### src/rtl/nap_scheduler.sv
// Nap countdown sequencer driving the alarm blinker start/stop.
// Optional macro NAP_PAUSE_EN adds a pause_i input that stalls the NAP/SNOOZE countdown.
module nap_scheduler #(
    parameter int TICK_DIV     = 1000,
    parameter int CNT_W        = 16,
    parameter int SNOOZE_TIME  = 300,
    parameter int MAX_SNOOZE   = 3,
    parameter int RING_TIMEOUT = 600
) (
    input  logic             clock_i,
    input  logic             reset_i,
    input  logic [CNT_W-1:0] duration_i,
    input  logic             arm_i,
    input  logic             cancel_i,
    input  logic             snooze_i,
    input  logic             dismiss_i,
`ifdef NAP_PAUSE_EN
    input  logic             pause_i,
`endif
    output logic             alarm_start_o,
    output logic             alarm_stop_o,
    output logic [CNT_W-1:0] remaining_o,
    output logic [1:0]       snooze_cnt_o,
    output logic             ringing_o
);

    localparam int PW = (TICK_DIV > 2) ? $clog2(TICK_DIV) : 1;
    localparam int RW = $clog2(RING_TIMEOUT + 1);
    localparam logic [PW-1:0]    PRESC_LAST = PW'(TICK_DIV - 1);
    localparam logic [RW-1:0]    RING_LAST  = RW'(RING_TIMEOUT - 1);
    localparam logic [1:0]       SNZ_MAX    = 2'(MAX_SNOOZE);
    localparam logic [CNT_W-1:0] SNZ_LOAD   = CNT_W'(SNOOZE_TIME);

    typedef enum logic [1:0] {
        S_IDLE   = 2'd0,
        S_NAP    = 2'd1,
        S_SNOOZE = 2'd2,
        S_RING   = 2'd3
    } state_t;

    state_t           state_q, state_d;
    logic [PW-1:0]    presc_q, presc_d;
    logic [RW-1:0]    ring_cnt_q, ring_cnt_d;
    logic [CNT_W-1:0] remaining_q, remaining_d;
    logic [1:0]       snooze_cnt_q, snooze_cnt_d;
    logic             alarm_start_q, alarm_stop_q, ringing_q;
    logic             counting;
    logic             tick;
    logic             entering;

    always_comb begin
        state_d      = state_q;
        remaining_d  = remaining_q;
        snooze_cnt_d = snooze_cnt_q;
        counting     = (state_q != S_IDLE);
`ifdef NAP_PAUSE_EN
        if (pause_i && (state_q == S_NAP || state_q == S_SNOOZE)) begin
            counting = 1'b0;
        end
`endif
        tick = counting && (presc_q == PRESC_LAST);

        case (state_q)
            S_IDLE: begin
                if (arm_i) begin
                    snooze_cnt_d = 2'd0;
                    if (duration_i != '0) begin
                        state_d     = S_NAP;
                        remaining_d = duration_i;
                    end else begin
                        state_d     = S_RING;
                        remaining_d = '0;
                    end
                end
            end
            S_NAP, S_SNOOZE: begin
                // dismiss only aborts a snooze; during the nap itself it is meaningless
                if (cancel_i || (dismiss_i && state_q == S_SNOOZE)) begin
                    state_d     = S_IDLE;
                    remaining_d = '0;
                end else if (tick) begin
                    if (remaining_q <= CNT_W'(1)) begin
                        state_d     = S_RING;
                        remaining_d = '0;
                    end else begin
                        remaining_d = remaining_q - CNT_W'(1);
                    end
                end
            end
            S_RING: begin
                if (dismiss_i) begin
                    state_d = S_IDLE;
                end else if (snooze_i && (snooze_cnt_q < SNZ_MAX)) begin
                    state_d      = S_SNOOZE;
                    remaining_d  = SNZ_LOAD;
                    snooze_cnt_d = snooze_cnt_q + 2'd1;
                end else if (tick && (ring_cnt_q == RING_LAST)) begin
                    state_d = S_IDLE;
                end
            end
            default: begin
                state_d     = S_IDLE;
                remaining_d = '0;
            end
        endcase

        entering = (state_d != state_q);

        // prescaler restarts on every state entry so the first tick is a full period away
        if (entering || state_d == S_IDLE) begin
            presc_d = '0;
        end else if (counting) begin
            presc_d = tick ? '0 : presc_q + PW'(1);
        end else begin
            presc_d = presc_q;
        end

        if (entering) begin
            ring_cnt_d = '0;
        end else if (state_q == S_RING && tick) begin
            ring_cnt_d = ring_cnt_q + RW'(1);
        end else begin
            ring_cnt_d = ring_cnt_q;
        end
    end

    always_ff @(posedge clock_i) begin
        if (!reset_i) begin
            state_q       <= S_IDLE;
            presc_q       <= '0;
            ring_cnt_q    <= '0;
            remaining_q   <= '0;
            snooze_cnt_q  <= 2'd0;
            alarm_start_q <= 1'b0;
            alarm_stop_q  <= 1'b1;
            ringing_q     <= 1'b0;
        end else begin
            state_q       <= state_d;
            presc_q       <= presc_d;
            ring_cnt_q    <= ring_cnt_d;
            remaining_q   <= remaining_d;
            snooze_cnt_q  <= snooze_cnt_d;
            alarm_start_q <= (state_d == S_RING) && (state_q != S_RING);
            alarm_stop_q  <= (state_d != S_RING);
            ringing_q     <= (state_d == S_RING);
        end
    end

    assign alarm_start_o = alarm_start_q;
    assign alarm_stop_o  = alarm_stop_q;
    assign remaining_o   = remaining_q;
    assign snooze_cnt_o  = snooze_cnt_q;
    assign ringing_o     = ringing_q;

endmodule
### config.mk
export PLATFORM = sky130hd
export DESIGN_NAME = nap_scheduler
export DESIGN_NICKNAME = d
export VERILOG_FILES = /design/src/rtl/nap_scheduler.sv
export SDC_FILE = /design/constraint.sdc
export NUM_CORES = 1
export LEC_CHECK = 0
export CORE_MARGIN = 2
export CORE_UTILIZATION = 48
export DETAILED_ROUTE_END_ITERATION = 8
export HOLD_SLACK_MARGIN = 0.08
export PLACE_DENSITY_LB_ADDON = 0.3
export REMOVE_ABC_BUFFERS = 1
export SLEW_MARGIN = 20
export SYNTH_ARGS = -nofsm -noshare
export SYNTH_HDL_FRONTEND = slang
export SYNTH_SLANG_ARGS = --single-unit
### constraint.sdc
create_clock -name clock_i -period 2.7 [get_ports clock_i]
set_input_delay 0.27 -clock clock_i [delete_from_list [all_inputs] [get_ports clock_i]]
set_output_delay 0.27 -clock clock_i [all_outputs]
set_load 0.01 [all_outputs]
==> results_dict.tcl <==
set metrics [dict create \
    status "complete, no violations" \
    arrival_ns 2.84 \
    place_hpwl_mm 4.85 \
    drcViolationCount 0 \
    num_rows 26 \
    hold_violations 0 \
    r2r-end "presc_q[8]" \
    grt_pass1_wl_mm 11.0 \
    preCtsSetupSlack_ns 0.0184 \
    maxSlewHeadroom_pct 68.5 \
    yosysSeqAreaShare_pct 33.4 \
    die_area_um2 5970 \
    yosys_warnings 0 \
    clk_pin_slew_worst_paths_ns 0.09 \
    dr.first_iter.drc_count 163 \
    multi_input_area_um2 1690 \
    grt_usage_pct 22.6 \
    grt_pass1_vias 2272 \
    antenna_found_initial 0 \
    initial_utilization_pct 50.1 \
    die_y_um 77.3 \
    root_buffer "clkbuf_8" \
    cts_sinks 43 \
    seqCellArea_um2 862 \
    vias_per_cell 6.00 \
    period_needed_ns 2.61 \
    worst_pin_slew_ns 0.470 \
    syn-cell-area_um2 2580 \
    antenna_cells 0 \
    hold_end "snooze_cnt_o[1]" \
    p_leak_nw 1.23 \
    globalRouteOverflowTotal 0 \
    drive_gt1_share_pct 15.1 \
    critPathMaxFanout 10 \
    p_per_area_nw_per_um2 643 \
    cts_hold_buf 0 \
    antenna_left 0 \
    ir_worst_vdd_uv 429 \
    synthCells 315 \
    dr_total_vias 2648 \
    cp.required_ns 2.93 \
    rr_worst_depth 9 \
    final_max_slew_viol_count 0 \
    syn_to_final_growth_pct 31.2 \
    hold_depth 2 \
    fmax_ghz 0.384 \
    worstSkewPairLatency_ns 0.31 \
    die_w_um 77.3 \
    timing.final.ws_setup_ns 0.0942 \
    first_pass_iters 4 \
    cp-end-kind "register" \
    routed_wl_mm 7.08 \
    clockBufferDepth 2 \
    min_path_type "register to register" \
    grt_max_degree 26 \
    setup_violations 0 \
    numCtsBuffers 5 \
    skew_ns 0.0127 \
    max_cap_violations 0 \
    synth_cell_types 54 \
    port-buffer-count 42 \
    r2r_setup_slack_ns 0.09 \
    rr_startpoint "state_q[0]" \
    start_kind "register" \
    htree_num_levels 2 \
    ys_ff_latch 43 \
    cts_tree "yes" \
    final_net_count 401 \
    critPathKind "register to register" \
    avgSynthCellArea_um2 8.18 \
    num_io_pins 43 \
    gp_congestion 0.932 \
    fillers 468 \
    tns_ns 0 \
    fin_crit_sh_pct 96.5 \
    hold_start "snooze_cnt_o[1]" \
    core-area_um2 5140 \
    wl_per_cell_um 16.0 \
]
## layout make-up
cell class / count / area share (%)
Multi-Input combinational cell: 248 / 50.1
Timing Repair Buffer: 63 / 18.2
Clock inverter: 3 / 0.592
Tap cell: 70 / 2.59
Clock buffer: 5 / 2.03
Sequential cell: 43 / 25.5
Inverter: 9 / 0.999
## sequential cells by signal, summed over array words and instances, names as in the netlist
signal / count
presc_q: 10
remaining_o: 16
state_q: 2
snooze_cnt_o: 2
alarm_start_o: 1
ringing_o: 1
ring_cnt_q: 10
alarm_stop_o: 1
## routing by layer
metal / wire length (um) / vias up / share of wire [%] / GRT usage, %
li1: - / 1277 / - / -
met1: 3280 / 1284 / 46 / 32.2
met2: 3350 / 83 / 47 / 35.7
met3: 395 / 4 / 5.6 / 3.65
met4: 43 / 0 / 0.61 / 5.71
met5: 0 / - / 0 / 0
## stage by stage
step | utilization [%] | instances | power (W) | hold WS [ns] | area, um^2
after floorplan | - | 299 | 0.00128 | 0.387 | 2480
after global placement | 61.5 | 430 | 0.00165 | 0.521 | 3160
after detailed placement | 61.5 | 430 | 0.00166 | 0.534 | 3160
after CTS | 63.3 | 438 | 0.00208 | 0.546 | 3250
after global routing | 65.8 | 441 | 0.00229 | 0.580 | 3380
final | 65.8 | 441 | 0.00217 | 0.545 | 3380
## cell usage after synthesis (all sizes together)
library cell  instances  area share [%]
dfxtp                43              33
nand2                35             5.1
nor3                 19             3.7
nor2                 18             2.6
nor4                 17             4.1
o21ai                17             3.3
xor2                 13             4.4
a21oi                12             2.5
ha                    9             4.4
inv                   9             1.3
nor2b                 9             2.2
o211ai                9             2.6
buf                   8             2.1
clkbuf                8             1.6
nand3                 8             1.6
xnor2                 8             2.7
a22oi                 7             2.0
nand4                 7             1.7
a21boi                5             1.5
and3                  5             1.3
o31ai                 5             1.5
or4                   5             1.7
o221ai                4             1.4
or3                   4             1.1
nor3b                 3            0.87
o211a                 3             1.2
o21a                  3            0.87
a31oi                 2            0.49
a41oi                 2            0.97
and4                  2            0.68
mux2i                 2            0.78
nand2b                2            0.49
or3b                  2            0.78
a21o                  1            0.29
and2                  1            0.24
and2b                 1            0.34
nand4bb               1            0.44
nor4b                 1            0.34
nor4bb                1            0.39
o22ai                 1            0.24
o311ai                1            0.34
o41a                  1            0.44
or2                   1            0.24
## cell families after synthesis
family / after synthesis / synth area share, %
AOI/OAI and AO/OA: 73 / 19.5
xor gates and xnor gates: 21 / 7.14
adders and majority gates: 9 / 4.37
buffers and inverters: 25 / 4.95
DFF: 43 / 33.4
muxes: 2 / 0.777
and+or+nand+nor: 142 / 29.9
## cell usage in the layout, fill, tap and decap left out, drive strengths merged, types with 3 or more instances in the layout
master / netlist / routed
a21boi: 5 / 5
clkdlybuf4s50: 0 / 42
a22oi: 7 / 7
or4: 5 / 5
xnor2: 8 / 8
o21ai: 17 / 17
xor2: 13 / 13
o31ai: 5 / 5
nor3: 19 / 19
ha: 9 / 9
nor3b: 3 / 3
o21a: 3 / 3
and3: 5 / 6
o221ai: 4 / 4
o211ai: 9 / 9
nor4: 17 / 17
o211a: 3 / 3
nand3: 8 / 8
clkbuf: 8 / 6
dfxtp: 43 / 43
nor2: 18 / 18
a21oi: 12 / 12
nor2b: 9 / 9
nand2: 35 / 35
or3: 4 / 4
inv: 9 / 9
nand4: 7 / 7
buf: 8 / 20
## how the worst max path moves through the flow
stage          startpoint    endpoint  slack (ns)
3_5_place_dp   state_q[0]  presc_q[1]        0.02
3_3_place_gp   state_q[0]  presc_q[5]        0.07
4_1_cts        state_q[0]  presc_q[4]        0.05
5_1_grt        state_q[0]  presc_q[6]       -0.02
6_report       state_q[0]  presc_q[8]        0.09
2_1_floorplan  state_q[0]  presc_q[0]       -0.34
## worst max-delay path: stages, from the launching register on
cell	delay [ns]
dfxtp_1	0.34
inv_1	0.06
ha_1	0.20
nand2b_1	0.15
or3_2	0.50
or4_4	0.57
a41oi_4	0.22
buf_6	0.15
a21oi_4	0.11
nor4_2	0.22
## where the power goes
group,switching [W],leakage (nW),internal [W]
logic,0.000555,0.843,0.000445
registers,0.0000616,0.350,0.000691
clock network,0.000242,0.0402,0.000180
## what timing repair did
action / 4_1_cts / 5_1_grt
endpoints found under the hold margin: 0 / 0
buffers inserted: 0 / 1
gates resized for setup: 1 / 19
endpoints found under the setup margin: 7 / 20
pin swaps: 0 / 10
gates cloned: 0 / 2
Note: power is estimated with default switching activity, not from simulation.
